### src/rtl/fft_mag_pkg.sv
// Shared constants for the FFT magnitude (integer square-root) pipeline.
package fft_mag_pkg;
  localparam int DW      = 12;
  localparam int AW      = 6;
  localparam int N_BINS  = 64;
  localparam int LATENCY = DW + 2;
endpackage

### src/rtl/isqrt_stage.sv
// One digit-by-digit square-root iteration: brings down two radicand bits,
// decides one root bit, and passes the request's valid/address along.
module isqrt_stage
  import fft_mag_pkg::*;
#(
  parameter int DW = fft_mag_pkg::DW,
  parameter int AW = fft_mag_pkg::AW,
  parameter int I  = 0
) (
  input  logic            vld,
  input  logic [AW-1:0]   addr,
  input  logic [2*DW-1:0] rad,
  input  logic [DW+2:0]   rem,
  input  logic [DW-1:0]   root,
  output logic            vld_nxt,
  output logic [AW-1:0]   addr_nxt,
  output logic [2*DW-1:0] rad_nxt,
  output logic [DW+2:0]   rem_nxt,
  output logic [DW-1:0]   root_nxt
);
  logic [DW+2:0] acc;
  logic [DW+2:0] trial;

  // Remainder never exceeds DW+1 significant bits, so the shift loses nothing.
  always_comb begin
    acc      = (rem << 2) | {{(DW+1){1'b0}}, rad[2*I +: 2]};
    trial    = {1'b0, root, 2'b01};
    vld_nxt  = vld;
    addr_nxt = addr;
    rad_nxt  = rad;
    if (acc >= trial) begin
      rem_nxt  = acc - trial;
      root_nxt = (root << 1) | {{(DW-1){1'b0}}, 1'b1};
    end else begin
      rem_nxt  = acc;
      root_nxt = root << 1;
    end
  end
endmodule

### src/rtl/fft_mag_sroot.sv
// Fully pipelined FFT bin magnitude: reads re/im per request, squares,
// then takes floor(sqrt) one bit per stage and writes the magnitude buffer.
module fft_mag_sroot
  import fft_mag_pkg::*;
#(
  parameter int DW = fft_mag_pkg::DW,
  parameter int AW = fft_mag_pkg::AW
) (
  input  logic                 clk,
  input  logic                 rst_n,
  input  logic                 sroot_en,
  input  logic [AW-1:0]        regfft_addr,
  input  logic signed [DW-1:0] regfft_re,
  input  logic signed [DW-1:0] regfft_im,
  output logic                 mag_wren,
  output logic [AW-1:0]        mag_addr,
  output logic [DW-1:0]        mag_data,
  output logic                 frame_done,
  output logic                 busy
);
  localparam int RW = DW + 3;

  function automatic logic [2*DW-1:0] mag_sq(input logic signed [DW-1:0] re,
                                              input logic signed [DW-1:0] im);
    logic signed [2*DW-1:0] re_w;
    logic signed [2*DW-1:0] im_w;
    re_w = re;
    im_w = im;
    return $unsigned(re_w * re_w) + $unsigned(im_w * im_w);
  endfunction

  logic                  vld_p0, vld_p1, vld_p2;
  logic [AW-1:0]         addr_p0, addr_p1, addr_p2;
  logic signed [DW-1:0]  re_p1, im_p1;
  logic [2*DW-1:0]       sq_p2;

  logic                  st_vld  [DW];
  logic [AW-1:0]         st_addr [DW];
  logic [2*DW-1:0]       st_rad  [DW];
  logic [RW-1:0]         st_rem  [DW];
  logic [DW-1:0]         st_root [DW];

  logic                  sr_vld  [DW-1];
  logic [AW-1:0]         sr_addr [DW-1];
  logic [2*DW-1:0]       sr_rad  [DW-1];
  logic [RW-1:0]         sr_rem  [DW-1];
  logic [DW-1:0]         sr_root [DW-1];

  // E0 request capture, E1 bank data capture, E2 squared magnitude
  always_ff @(posedge clk or negedge rst_n) begin
    if (!rst_n) begin
      vld_p0  <= 1'b0;
      addr_p0 <= '0;
      vld_p1  <= 1'b0;
      addr_p1 <= '0;
      re_p1   <= '0;
      im_p1   <= '0;
      vld_p2  <= 1'b0;
      addr_p2 <= '0;
      sq_p2   <= '0;
    end else begin
      vld_p0  <= sroot_en;
      addr_p0 <= regfft_addr;
      vld_p1  <= vld_p0;
      addr_p1 <= addr_p0;
      re_p1   <= regfft_re;
      im_p1   <= regfft_im;
      vld_p2  <= vld_p1;
      addr_p2 <= addr_p1;
      sq_p2   <= mag_sq(re_p1, im_p1);
    end
  end

  // E3..E(DW+1) square-root iterations; the last iteration lands in the output register
  for (genvar k = 0; k < DW; k++) begin : g_sqrt
    logic            in_vld;
    logic [AW-1:0]   in_addr;
    logic [2*DW-1:0] in_rad;
    logic [RW-1:0]   in_rem;
    logic [DW-1:0]   in_root;

    if (k == 0) begin : g_first
      assign in_vld  = vld_p2;
      assign in_addr = addr_p2;
      assign in_rad  = sq_p2;
      assign in_rem  = '0;
      assign in_root = '0;
    end else begin : g_rest
      assign in_vld  = sr_vld[k-1];
      assign in_addr = sr_addr[k-1];
      assign in_rad  = sr_rad[k-1];
      assign in_rem  = sr_rem[k-1];
      assign in_root = sr_root[k-1];
    end

    isqrt_stage #(.DW(DW), .AW(AW), .I(DW-1-k)) u_stage (
      .vld      (in_vld),
      .addr     (in_addr),
      .rad      (in_rad),
      .rem      (in_rem),
      .root     (in_root),
      .vld_nxt  (st_vld[k]),
      .addr_nxt (st_addr[k]),
      .rad_nxt  (st_rad[k]),
      .rem_nxt  (st_rem[k]),
      .root_nxt (st_root[k])
    );
  end

  always_ff @(posedge clk or negedge rst_n) begin
    if (!rst_n) begin
      for (int k = 0; k < DW-1; k++) begin
        sr_vld[k]  <= 1'b0;
        sr_addr[k] <= '0;
        sr_rad[k]  <= '0;
        sr_rem[k]  <= '0;
        sr_root[k] <= '0;
      end
    end else begin
      for (int k = 0; k < DW-1; k++) begin
        sr_vld[k]  <= st_vld[k];
        sr_addr[k] <= st_addr[k];
        sr_rad[k]  <= st_rad[k];
        sr_rem[k]  <= st_rem[k];
        sr_root[k] <= st_root[k];
      end
    end
  end

  // E(DW+2) output register: address/data hold between writes
  always_ff @(posedge clk or negedge rst_n) begin
    if (!rst_n) begin
      mag_wren   <= 1'b0;
      frame_done <= 1'b0;
      mag_addr   <= '0;
      mag_data   <= '0;
    end else begin
      mag_wren   <= st_vld[DW-1];
      frame_done <= st_vld[DW-1] && (st_addr[DW-1] == {AW{1'b1}});
      if (st_vld[DW-1]) begin
        mag_addr <= st_addr[DW-1];
        mag_data <= st_root[DW-1];
      end
    end
  end

  always_comb begin
    busy = vld_p0 | vld_p1 | vld_p2 | mag_wren;
    for (int k = 0; k < DW-1; k++) busy = busy | sr_vld[k];
  end
endmodule

### config.mk
export PLATFORM = sky130hd
export DESIGN_NAME = fft_mag_sroot
export DESIGN_NICKNAME = d
export VERILOG_FILES = /design/src/rtl/fft_mag_pkg.sv /design/src/rtl/isqrt_stage.sv /design/src/rtl/fft_mag_sroot.sv
export SDC_FILE = /design/constraint.sdc
export NUM_CORES = 1
export LEC_CHECK = 0
export ABC_CLOCK_PERIOD_IN_PS = 20600
export BUFFER_PORTS_ARGS = -buffer_cell sky130_fd_sc_hd__buf_2
export CORE_ASPECT_RATIO = 2
export CORE_UTILIZATION = 60
export DETAILED_ROUTE_END_ITERATION = 6
export MAX_ROUTING_LAYER = met4
export PLACE_DENSITY = 0.76
export REMOVE_ABC_BUFFERS = 1
export SETUP_SLACK_MARGIN = 0.15
export SYNTH_ARGS = -nofsm -noshare
export SYNTH_HDL_FRONTEND = slang
export SYNTH_HIERARCHICAL = 1
export SYNTH_SLANG_ARGS = --single-unit
### constraint.sdc
create_clock -name clk -period 20.6 [get_ports clk]
set_clock_uncertainty 0.15 [all_clocks]
set_input_delay 6.18 -clock clk [delete_from_list [all_inputs] [get_ports clk]]
set_output_delay 6.18 -clock clk [all_outputs]
set_load 0.01 [all_outputs]
Word-level counts from Yosys, hierarchy flattened --
Index checks and enable logic that the tools add are counted.
Word-level totals: input port bits 33, word-level logic and storage cells 144, register bits after elaboration 507, output and inout bits 21
Operators by class: muxes and demuxes 23, bitwise operators 25, reductions and logical operators 1, $add $sub $neg 12, order comparisons 12, $mul 2, equal/unequal tests 1
Operators by type and width (number):
- bitwise OR 15 x 2 -> 15 bit | 11
- 2-to-1 mux 13 bit | 11
- multiplier 12 x 12 -> 24 bit | 2
- adder 24 bit | 1
- greater-or-equal comparator 15 x 10 -> 1 bit | 1
- greater-or-equal comparator 15 x 11 -> 1 bit | 1
- greater-or-equal comparator 15 x 12 -> 1 bit | 1
- greater-or-equal comparator 15 x 13 -> 1 bit | 1
- greater-or-equal comparator 15 x 3 -> 1 bit | 1
- greater-or-equal comparator 15 x 4 -> 1 bit | 1
- greater-or-equal comparator 15 x 5 -> 1 bit | 1
- greater-or-equal comparator 15 x 6 -> 1 bit | 1
- greater-or-equal comparator 15 x 7 -> 1 bit | 1
- greater-or-equal comparator 15 x 8 -> 1 bit | 1
- greater-or-equal comparator 15 x 9 -> 1 bit | 1
- bitwise OR 1 bit | 14
- subtractor 13 x 10 -> 13 bit | 1
- subtractor 13 x 11 -> 13 bit | 1
- subtractor 13 x 12 -> 13 bit | 1
- subtractor 13 x 3 -> 13 bit | 1
- subtractor 13 x 4 -> 13 bit | 1
- subtractor 13 x 5 -> 13 bit | 1
- subtractor 13 x 6 -> 13 bit | 1
- subtractor 13 x 7 -> 13 bit | 1
- 7 further kinds | 18

Depth between registers and ports, before layout --
word-level depth 14, gate-level depth with buffers 24, mapped depth without buffers 23

Modules after synthesis --
The synthesis kept the hierarchy.
Modules (own cells, without submodules):
- fft_mag_sroot | times used 1, area an instance 28407.2 µm², seq. area each 18192.4 µm², cells an instance 1801
- isqrt_stage | times used 12, area an instance 1312.5 µm², seq. area each 0.0 µm², cells an instance 185

Worst setup path before layout --
No wires, ideal clock.
kind register to output, start point register mag_wren, end point output busy, data required time 14.270 ns, arrival 0.834 ns, cell stages (with the launch flop) 3, buffers on the path 0, setup slack 13.436 ns, cells stage by stage dfrtp_1 nor4_1 nand4_1
On the way: word-level cells in the longest chain between the ends 12
Ends and longest elaborated chain:
- from (decl) | line fft_mag_sroot.sv:15 | output logic mag_wren,
- from (signal assigned) | line fft_mag_sroot.sv:138 | mag_wren <= st_vld[DW-1];
- bitwise OR 1 bit | line fft_mag_sroot.sv:148 | busy = vld_p0 | vld_p1 | vld_p2 | mag_wren;
- bitwise OR 1 bit (11 in a row) | line fft_mag_sroot.sv:149 | for (int k = 0; k < DW-1; k++) busy = busy | sr_vld[k];
- to (decl) | line fft_mag_sroot.sv:19 | output logic busy
Every way passes these cells.

==> out/qor.yml <==
hold_path:
  hp-class: "flip-flop to flip-flop"
  min_from: "g_sqrt[10].in_rad[0]"
  min_path_cells: 0
  hold_end: "g_sqrt[11].in_rad[0]"
clocking:
  cts.sinks: 573
  clk_latency_ns: 0.59
  clkTransAtPathRegs_ns: 0.06
  tritoncts: "built"
  cts-root-buf: "clkbuf_16"
  ctsResizeCount: 0
  numCtsBuffers: 50
  htreeDepth: 2
  clockBufferDepth: 3
  ctsHoldBuffers: 0
  post_cts_buffers: 0
worst_setup_path:
  r2r_cells: 20
  crit_fanout: 165
  reg2reg_to: "g_sqrt[0].in_rad[22]"
  setup.worst_path.start_class: "input port"
  critPathCaptureType: "asynchronous set/reset pin"
  critPathKind: "input port to asynchronous set/reset pin"
  critPathRequiredTime_ns: 21.06
  arrival_ns: 9.33
  reg2reg_from: "re_p1[11]"
  reg2reg_setup_slack_ns: 13.24
sta:
  max_slew_margin_pct: 34.3
  setup_viol: 0
  max_freq_mhz: 113
  hold_violations: 0
  slew_violations: 0
  final.period_utilization_pct: 43.1
  tns_ns: 0
  period_minus_slack_ns: 8.88
  grt_setup_unrepaired: "no"
  tightestPinTransition_ns: 0.986
routing:
  drt-pass1-iter-count: 7
  vias: 22352
  wl_per_cell_um: 17.3
  ant_nets: 0
  drc_errors: 8
  drt_wl_total_mm: 70.9
  routed_via_density: 5.46
  first_iter_violations: 803
outcome:
  violations: "design-rule violations"
  status: "finished, violations left"
die:
  initial_core_util_pct: 60.5
  num_rows: 130
  core_area_mm2: 0.0626
  die_w_um: 180
  die_area_mm2: 0.0642
  die_height_um: 357
  num_io_pins: 54
logic_synthesis:
  syn_inst: 3521
  syn_area_per_cell_um2: 10.8
  syn-cell-area_mm2: 0.0379
  ys_warn_count: 6
grt:
  grt-ovfl-total: 0
  grt_pass1_vias: 24759
  antenna_found_initial: 2
  grt_max_degree: 166
  grt_pass1_wl_mm: 116
  track_usage_pct: 23.8
layout:
  drive_gt1_share_pct: 9.16
  area_growth_pct: 0.485
  final_nets: 3832
  layout_common_cells: "inv_1 (575), dfrtp_1 (573), fa_1 (280)"
  final_common_cell: "inv_1"
  fillers: 4999
flow_run:
  drv_cap: 0
placement:
  place_congestion: 0.954
  port_buffers: 53
  dp_hpwl_mm: 55.4
==> worst max-delay path, cell delays in order <==
cell and delay [ns]:
buf_8 0.55, buf_4 0.83, buf_12 0.66, buf_4 0.81
==> worst max-delay path by stage <==
stage	end	startpoint	cells past startpoint	slack (ns)
floorplan	busy	g_sqrt[11].in_vld	2	13.28
global placement	g_sqrt[2].in_root[10]	rst_n	4	10.98
detailed placement	g_sqrt[2].in_root[10]	rst_n	4	10.93
CTS	addr_p0[2]	rst_n	4	11.56
global route	g_sqrt[3].in_root[8]	rst_n	4	11.09
finish	addr_p0[0]	rst_n	4	11.72
==> sequential cells by signal, summed over array words and instances, names as in the netlist <==
signal / flops
vld_p1: 1
g_sqrt.in_vld: 12
addr_p0: 6
mag_wren: 1
g_sqrt.in_addr: 66
addr_p2: 6
frame_done: 1
mag_addr: 6
addr_p1: 6
g_sqrt.in_root: 132
g_sqrt.in_rad: 156
re_p1: 12
im_p1: 12
vld_p0: 1
mag_data: 12
g_sqrt.in_rem: 143
==> final cells by class <==
type                            instances  area (um2)  share of cell area [%]
Clock buffer                           77        1510                    3.95
Sequential cell                       573       14300                    37.6
Multi-Input combinational cell       1987       18500                    48.6
Tap cell                              792         991                    2.60
Inverter                              587        2200                    5.78
Timing Repair Buffer                   58         325                   0.854
Clock inverter                         16         224                   0.588
Antenna cell                            2        5.00                  0.0131
==> layer usage <==
| layer | global-route usage [%] | vias up | share of wire, % |
|---|---|---|---|
| li1 | - | 10413 | - |
| met1 | 18.2 | 11209 | 29 |
| met2 | 48.6 | 451 | 59 |
| met3 | 2.17 | 279 | 2.5 |
| met4 | 19.6 | 0 | 9.2 |
| met5 | - | - | 0 |
==> metrics by stage <==
step / cells / hold WS [ns] / cell area [um2] / util, % / worst slack, ns
4_1_cts: 4090 / 0.193 / 38100 / 60.8 / 11.56
2_1_floorplan: 3147 / 0.181 / 35000 / - / 13.28
5_1_grt: 4090 / 0.198 / 38100 / 60.8 / 11.09
3_3_place_gp: 3997 / 0.181 / 36400 / 58.1 / 10.98
3_5_place_dp: 3997 / 0.185 / 36400 / 58.1 / 10.93
6_report: 4092 / 0.195 / 38100 / 60.8 / 11.72
Power is not shown: default switching activity piles up to over one toggle a cycle in this logic, so the estimate is an artifact.
